File: src/rtl/keysw_io_ctrl.sv
// Memory-mapped KEY/SW input device: per-group 2-flop sync, debounce, sticky ready/overrun.
// Read data is combinational; read/write side effects commit on the clock edge.

module keysw_group #(
  parameter int W               = 4,
  parameter int DEBOUNCE_CYCLES = 500000
) (
  input  logic         clk,
  input  logic         reset,
  input  logic [W-1:0] i_pin,
  input  logic         i_rd_data,
  input  logic         i_clr_ovr,
  output logic [W-1:0] o_deb,
  output logic         o_ready,
  output logic         o_ovr
);
  localparam int            CW    = $clog2(DEBOUNCE_CYCLES);
  localparam logic [CW-1:0] N_MAX = CW'(DEBOUNCE_CYCLES - 1);

  logic [W-1:0]  r_sync1, r_sync2, r_cand, r_deb;
  logic [CW-1:0] r_cnt;
  logic          r_ready, r_ovr;
  logic          w_evt;

  assign w_evt = (r_sync2 == r_cand) && (r_cand != r_deb) && (r_cnt == N_MAX);

  // Synchronise the pins, then adopt a candidate once it has been stable long enough.
  always_ff @(posedge clk or negedge reset) begin
    if (!reset) begin
      r_sync1 <= '0;
      r_sync2 <= '0;
      r_cand  <= '0;
      r_deb   <= '0;
      r_cnt   <= '0;
    end else begin
      r_sync1 <= i_pin;
      r_sync2 <= r_sync1;
      if (r_sync2 != r_cand) begin
        r_cand <= r_sync2;
        r_cnt  <= '0;
      end else if (r_cand != r_deb) begin
        if (r_cnt == N_MAX) begin
          r_deb <= r_cand;
          r_cnt <= '0;
        end else begin
          r_cnt <= r_cnt + CW'(1);
        end
      end else begin
        r_cnt <= '0;
      end
    end
  end

  // Sticky status: an event always raises ready; overrun set beats a same-edge clear.
  always_ff @(posedge clk or negedge reset) begin
    if (!reset) begin
      r_ready <= 1'b0;
      r_ovr   <= 1'b0;
    end else begin
      if (w_evt) begin
        r_ready <= 1'b1;
      end else if (i_rd_data) begin
        r_ready <= 1'b0;
      end else begin
        r_ready <= r_ready;
      end
      if (w_evt && r_ready && !i_rd_data) begin
        r_ovr <= 1'b1;
      end else if (i_clr_ovr) begin
        r_ovr <= 1'b0;
      end else begin
        r_ovr <= r_ovr;
      end
    end
  end

  assign o_deb   = r_deb;
  assign o_ready = r_ready;
  assign o_ovr   = r_ovr;
endmodule

module keysw_io_ctrl #(
  parameter int               DBITS           = 32,
  parameter logic [DBITS-1:0] ADDR_KDATA      = 32'hF0000010,
  parameter logic [DBITS-1:0] ADDR_KCTRL      = 32'hF0000110,
  parameter logic [DBITS-1:0] ADDR_SDATA      = 32'hF0000014,
  parameter logic [DBITS-1:0] ADDR_SCTRL      = 32'hF0000114,
  parameter int               DEBOUNCE_CYCLES = 500000
) (
  input  logic             clk,
  input  logic             reset,
  input  logic [DBITS-1:0] addr,
  input  logic             rdEn,
  input  logic             wrtEn,
  input  logic [DBITS-1:0] dIn,
  output logic [DBITS-1:0] dOut,
  output logic             sel,
  input  logic [3:0]       key,
  input  logic [9:0]       sw
);
  logic       w_hit_kd, w_hit_kc, w_hit_sd, w_hit_sc;
  logic [3:0] w_kdeb;
  logic [9:0] w_sdeb;
  logic       w_krdy, w_kovr, w_srdy, w_sovr;
  logic       w_unused_din;

  assign w_hit_kd     = (addr == ADDR_KDATA);
  assign w_hit_kc     = (addr == ADDR_KCTRL);
  assign w_hit_sd     = (addr == ADDR_SDATA);
  assign w_hit_sc     = (addr == ADDR_SCTRL);
  assign sel          = w_hit_kd | w_hit_kc | w_hit_sd | w_hit_sc;
  assign w_unused_din = ^{dIn[DBITS-1:3], dIn[1:0]};

  // KEY pins are active-low; invert so 1 means pressed.
  keysw_group #(.W(4), .DEBOUNCE_CYCLES(DEBOUNCE_CYCLES)) u_key (
    .clk       (clk),
    .reset     (reset),
    .i_pin     (~key),
    .i_rd_data (rdEn & w_hit_kd),
    .i_clr_ovr (wrtEn & w_hit_kc & ~dIn[2]),
    .o_deb     (w_kdeb),
    .o_ready   (w_krdy),
    .o_ovr     (w_kovr)
  );

  keysw_group #(.W(10), .DEBOUNCE_CYCLES(DEBOUNCE_CYCLES)) u_sw (
    .clk       (clk),
    .reset     (reset),
    .i_pin     (sw),
    .i_rd_data (rdEn & w_hit_sd),
    .i_clr_ovr (wrtEn & w_hit_sc & ~dIn[2]),
    .o_deb     (w_sdeb),
    .o_ready   (w_srdy),
    .o_ovr     (w_sovr)
  );

  // Combinational read mux so the datapath can consume the value in the same cycle.
  always_comb begin
    dOut = '0;
    if (w_hit_kd) begin
      dOut = {{(DBITS-4){1'b0}}, w_kdeb};
    end else if (w_hit_kc) begin
      dOut = {{(DBITS-3){1'b0}}, w_kovr, 1'b0, w_krdy};
    end else if (w_hit_sd) begin
      dOut = {{(DBITS-10){1'b0}}, w_sdeb};
    end else if (w_hit_sc) begin
      dOut = {{(DBITS-3){1'b0}}, w_sovr, 1'b0, w_srdy};
    end else begin
      dOut = '0;
    end
  end
endmodule
File: config.mk
export PLATFORM = sky130hd
export DESIGN_NAME = keysw_io_ctrl
export DESIGN_NICKNAME = d
export VERILOG_FILES = /design/src/rtl/keysw_io_ctrl.sv
export SDC_FILE = /design/constraint.sdc
export NUM_CORES = 1
export LEC_CHECK = 0
export CAP_MARGIN = 40
export CORE_ASPECT_RATIO = 0.9
export CORE_MARGIN = 5
export CORE_UTILIZATION = 49
export DETAILED_ROUTE_END_ITERATION = 10
export PLACE_DENSITY = 0.8
export SYNTH_ARGS = -nofsm -noshare
export SYNTH_HDL_FRONTEND = slang
export SYNTH_SLANG_ARGS = --single-unit
File: constraint.sdc
create_clock -name clk -period 4.9 [get_ports clk]
set_input_delay 0.98 -clock clk [delete_from_list [all_inputs] [get_ports clk]]
set_output_delay 0.98 -clock clk [all_outputs]
set_load 0.005 [all_outputs]
==> results of run 1 <==
-- power groups by stage --
stage | clock, mW | sequential, mW | combinational, mW
2_1_floorplan | 0 | 0.852 | 0.0429
3_3_place_gp | 0 | 0.855 | 0.0849
3_5_place_dp | 0 | 0.856 | 0.0869
4_1_cts | 0.601 | 0.840 | 0.0874
5_1_grt | 0.634 | 0.842 | 0.0960
6_report | 0.588 | 0.839 | 0.0858
-- synthesized netlist by cell type (6+ instances only) --
cell,number,area (sq um)
and3_1,11,68.82
buf_4,22,165.2
clkbuf_1,19,71.32
dfrtp_1,98,2452
inv_1,11,41.29
mux2_1,6,67.56
mux2_4,8,120.1
nand2_1,16,60.06
nand3_1,13,65.06
nand4_1,15,93.84
nor2_1,52,195.2
nor3_1,7,35.03
nor4_1,8,50.05
xnor2_1,27,236.5
xor2_1,35,306.5
-- registers in the layout, summed over array words and instances (netlist names), 4 cells and up --
signal,cells
u_key.r_cnt,19
u_sw.r_cnt,19
u_sw.o_deb,10
u_sw.r_cand,10
u_sw.r_sync1,10
u_sw.r_sync2,10
u_key.o_deb,4
u_key.r_cand,4
u_key.r_sync1,4
u_key.r_sync2,4
-- cell families (layout without fill, tap and decap cells) --
kind of cell	after synthesis	in the layout	share of synthesized area (%)
compound gates	10	10	1.682
xor+xnor	62	62	12.17
fa+ha+maj	2	2	0.5606
buf+inv	56	90	6.953
flops	98	98	54.95
mux	19	19	5.327
other cells	1	22	0.08402
simple gates	151	151	18.28
-- routing by layer --
layer	vias to the layer above	track usage, %	part of all wire (%)
met5	-	0	0
met1	1404	20.25	46
met3	18	3.421	6.9
met4	0	7.481	2.5
li1	1397	-	-
met2	130	24.49	45
-- worst paths after layout --
| kind | to | cells after the start | startpoint |
|---|---|---|---|
| max | dOut[0] | 6 | addr[1] |
| min | u_sw.r_sync2[1] | 0 | u_sw.r_sync1[1] |
| max reg2reg | u_sw.o_deb[3] | 5 | u_sw.r_cnt[6] |
| min reg2reg | u_sw.r_sync2[1] | 0 | u_sw.r_sync1[1] |
| max in group asynchronous | u_sw.r_cnt[2] | 2 | reset |
| min in group asynchronous | u_sw.r_sync2[2] | 1 | reset |
-- final cells by class --
| cell class | instances | area (sq um) | share of cell area (%) |
|---|---|---|---|
| Tap cell | 122 | 152.6 | 2.890 |
| Clock buffer | 10 | 137.6 | 2.605 |
| Inverter | 11 | 41.29 | 0.7816 |
| Clock inverter | 6 | 96.34 | 1.824 |
| Timing Repair Buffer | 63 | 623.1 | 11.80 |
| Sequential cell | 98 | 2452 | 46.42 |
| Multi-Input combinational cell | 266 | 1779 | 33.68 |
==> results.cfg, run 1 <==
[cells_and_area]
area_growth_pct = 18.36
mostFrequentLayoutCells = dfrtp_1 (98), clkdlybuf4s50_1 (60), nor2_1 (52)
nFillCells = 748
antenna_cells = 0
fin_area_sq_um = 5283
fin_nets = 533
final_common_cell = dfrtp_1
drive_above_1_share_pct = 7.269
utilization_pct = 58.69
fin_cells = 576

[timing]
layout_min_cycle_time_ns = 4.311
fin_setup_tns_ns = 0
rsz0062_at_grt = no
tightest_slew_ns = 0.8385
slew_violations = 0
fin_ws_ns = 0.5890
max_freq_mhz = 232.0
fin_worst_hold_slack_ns = 0.3541
finalClockSkew_ns = 0.009696
finalCritPeriodShare_pct = 87.98
hold_viol = 0
setup_viol = 0
relSlewSlack_pct = 44.10

[cts]
clock_latency_ns = 0.36
cts.reportedPaths.clkPinSlew_ns = 0.09
cts_buffers = 9
cts_tree = yes
cts_max_level = 3
cts_sinks = 98
hold_buffers = 0
cts-root-buf = clkbuf_8
post_cts_resized = 0
cts_buffer_depth = 2
postCtsSetupRepairBufs = 0

[synthesis]
syn_area_per_cell_sq_um = 11.19
synth_seq_cells = 98
synth_area_sq_um = 4463
async_reset_ff_share_pct = 100.0
synth_warnings = 0
synth-edff-count = 0
synthFlopType = dfrtp_1
synth.yosys.seq_area_share_pct = 54.95
yosysUniqueCellTypes = 44
postSynthCellCount = 399

[power_and_ir_drop]
power.switching_uw = 330.3
combPwrFrac_pct = 5.7
powerDensity_nw_per_um2 = 286.4
seqPwrFrac_pct = 55.5
p_leak_nw = 2.286
internal_power_mw = 1.182
swShare_pct = 21.83
ir_drop_uv = 183.3
power.total_mw = 1.513
clkPwrFrac_pct = 38.8

[setup_path]
crit_top_cell = clkdlybuf4s50_1
regToRegSetupSlack_ns = 2.54
crit_buf_inv = 2
cp-end-kind = output pin
critical_path_class = in -> out
critPathRequiredTime_ns = 3.92
slowest_stage = clkdlybuf4s50_1
start_kind = input pin
crit_chain = clkdlybuf4s50_1 -> nor4b_1 -> nand4_1 -> or3_1 -> a221oi_1 -> clkdlybuf4s50_1
worstPathMaxFanout = 5
cp.arrival_ns = 3.33
slowest_delay_ns = 0.57
crit_family = simple AND/OR/NAND/NOR gates

[hold_path]
hold_class = reg -> reg

[floorplanning]
placeableCoreArea_sq_um = 9001
io_pins = 115
die_w_microns = 110.6
dieArea_sq_um = 11120
chipHeight_microns = 100.5
initial_core_util_pct = 49.58
fp-row-count = 33

[global_routing]
grt_overflow = 0
grt_use_total_pct = 15.40
antenna_found_initial = 0
grt_pass1_wl_microns = 13890
grt_max_degree = 71
grt_pass1_vias = 2934

[placed_design]
port_buffers = 61
place_hpwl_microns = 5888
post_dp_cell_area_sq_um = 5049
dp_slack_ns = 0.5683
dp_cells = 560
gp_congestion = 0.8554

[routing]
vias = 2949
drt-total-wl_microns = 8112
via_per_inst = 5.120
drt_first_iter_violations = 121
drc_errors = 0
wire_per_inst_microns = 14.08
ant_nets = 0
drtPass1Iterations = 4

[status]
status = finished clean

[flow_run]
maxCapViolations = 0
Note: power is estimated with default switching activity, not from simulation.
==> run 2, diff against run 1 <==
Settings changed: RECOVER_POWER from default to 25.
==> results.cfg, run 2 (synthesis results as in run 1) <==
[cells_and_area]
antenna_cells = 0
fin_cells = 576
drive_above_1_share_pct = 7.269
area_growth_pct = 18.31
final_common_cell = dfrtp_1
utilization_pct = 58.66
fin_nets = 533
mostFrequentLayoutCells = dfrtp_1 (98), nor2_1 (52), clkdlybuf4s50_1 (46)
reg.largest.list = u_key.r_cnt x19, u_sw.r_cnt x19

[flow_run]
maxCapViolations = 1

[setup_path]
slowest_delay_ns = 0.57
crit_buf_inv = 2
cp.arrival_ns = 3.33
r2r_end = u_sw.o_deb[3]
crit_top_cell = clkdlybuf4s50_1
crit_end = dOut[0]
start_kind = input pin
regToRegSetupSlack_ns = 2.54
critical_path_class = in -> out
critPathRequiredTime_ns = 3.92
worst-path-stages = 6
rr_startpoint = u_sw.r_cnt[6]
crit_start = addr[1]
crit_family = simple AND/OR/NAND/NOR gates
worstPathMaxFanout = 5
reg2regPathDepth = 5
slowest_stage = clkdlybuf4s50_1
crit_chain = clkdlybuf4s50_1 -> nor4b_1 -> nand4_1 -> or3_1 -> a221oi_1 -> clkdlybuf4s50_1
cp-end-kind = output pin

[cts]
cts_sinks = 98
cts_max_level = 3
post_cts_resized = 0
cts-root-buf = clkbuf_8
hold_buffers = 0
cts_tree = yes
cts_buffer_depth = 2
clock_latency_ns = 0.36
cts.reportedPaths.clkPinSlew_ns = 0.09
cts_buffers = 9
postCtsSetupRepairBufs = 0

[floorplanning]
initial_core_util_pct = 49.58
die_w_microns = 110.6
placeableCoreArea_sq_um = 9001
io_pins = 115
fp-row-count = 33
chipHeight_microns = 100.5
dieArea_sq_um = 11120

[power_and_ir_drop]
powerDensity_nw_per_um2 = 286.0
p_leak_nw = 2.289
swShare_pct = 21.87
internal_power_mw = 1.180
clkPwrFrac_pct = 38.9
ir_drop_uv = 181.9
combPwrFrac_pct = 5.5
seqPwrFrac_pct = 55.6
power.switching_uw = 330.3

[global_routing]
grt_pass1_wl_microns = 13890
grt_max_degree = 71
grt_overflow = 0
grt_use_total_pct = 15.40
grt_pass1_vias = 2934
antenna_found_initial = 0

[placed_design]
gp_congestion = 0.8554
port_buffers = 61
place_hpwl_microns = 5888
dp_cells = 560

[status]
violations = max-capacitance violations, max-slew violations
status = finished with violations

[timing]
finalClockSkew_ns = 0.009695
hold_viol = 0
fin_worst_hold_slack_ns = 0.3541
finalCritPeriodShare_pct = 87.98
tightest_slew_ns = 1.647
fin_setup_tns_ns = 0
max_freq_mhz = 232.0
layout_min_cycle_time_ns = 4.311
setup_viol = 0
relSlewSlack_pct = -9.767
slew_violations = 71
rsz0062_at_grt = no

[routing]
drt-total-wl_microns = 8093
drc_errors = 0
via_per_inst = 5.090
drt_first_iter_violations = 121
ant_nets = 0
drtPass1Iterations = 4
wire_per_inst_microns = 14.05
vias = 2932

[hold_path]
hold_class = reg -> reg
hold_path_depth = 0
==> run 2: cell count changes in the layout (fill, tap and decap cells not counted), sizes merged <==
cell,change
clkdlybuf4s50,-14
dlygate4sd3,+14
buf,-1
clkbuf,+1
==> run 2: metal layers <==
layer | track usage [%] | vias up | routed length (microns)
met5 | 0 | - | 0
met2 | 24.49 | 118 | 3646
met1 | 20.25 | 1398 | 3726
met3 | 3.421 | 18 | 518
li1 | - | 1398 | -
met4 | 7.481 | 0 | 201
==> run 2: final cells by class <==
type / instances / area [sq um]
Clock inverter: 6 / 96.34
Inverter: 11 / 41.29
Clock buffer: 10 / 137.6
Timing Repair Buffer: 63 / 620.6
Sequential cell: 98 / 2452
Multi-Input combinational cell: 266 / 1779
Fill cell: 748 / 3721
Tap cell: 122 / 152.6
==> run 2: metrics by stage <==
stage	power (mW)	worst slack [ns]	cell area [sq um]
2_1_floorplan	0.8952	1.804	4542
3_3_place_gp	0.9396	0.6735	5049
3_5_place_dp	0.9427	0.5683	5049
4_1_cts	1.528	0.5681	5283
5_1_grt	1.570	0.4978	5280
6_report	1.510	0.5890	5280
==> run 2: power groups by stage <==
| stage | clock, mW | sequential [mW] | combinational (mW) |
|---|---|---|---|
| 5_1_grt | 0.634 | 0.842 | 0.0936 |
| 4_1_cts | 0.601 | 0.840 | 0.0874 |
| 2_1_floorplan | 0 | 0.852 | 0.0429 |
| 3_5_place_dp | 0 | 0.856 | 0.0869 |
| 3_3_place_gp | 0 | 0.855 | 0.0849 |
| 6_report | 0.588 | 0.839 | 0.0834 |
==> run 2: worst min path at each step <==
stage,startpoint,endpoint,slack [ns]
floorplan,u_key.r_sync1[0],u_key.r_sync2[0],0.33
global placement,u_sw.r_sync1[8],u_sw.r_sync2[8],0.33
detailed placement,u_key.r_sync1[2],u_key.r_sync2[2],0.34
CTS,u_sw.r_sync1[1],u_sw.r_sync2[1],0.36
global route,u_sw.r_sync1[6],u_sw.r_sync2[6],0.36
finish,u_sw.r_sync1[1],u_sw.r_sync2[1],0.35
==> run 2: worst register-to-register path: stages (launching register included) <==
cell and delay [ns]:
dfrtp_1 0.46, or4b_4 0.57, nor4_2 0.20, and4_1 0.26
nand3_2 0.33, mux2_1 0.43
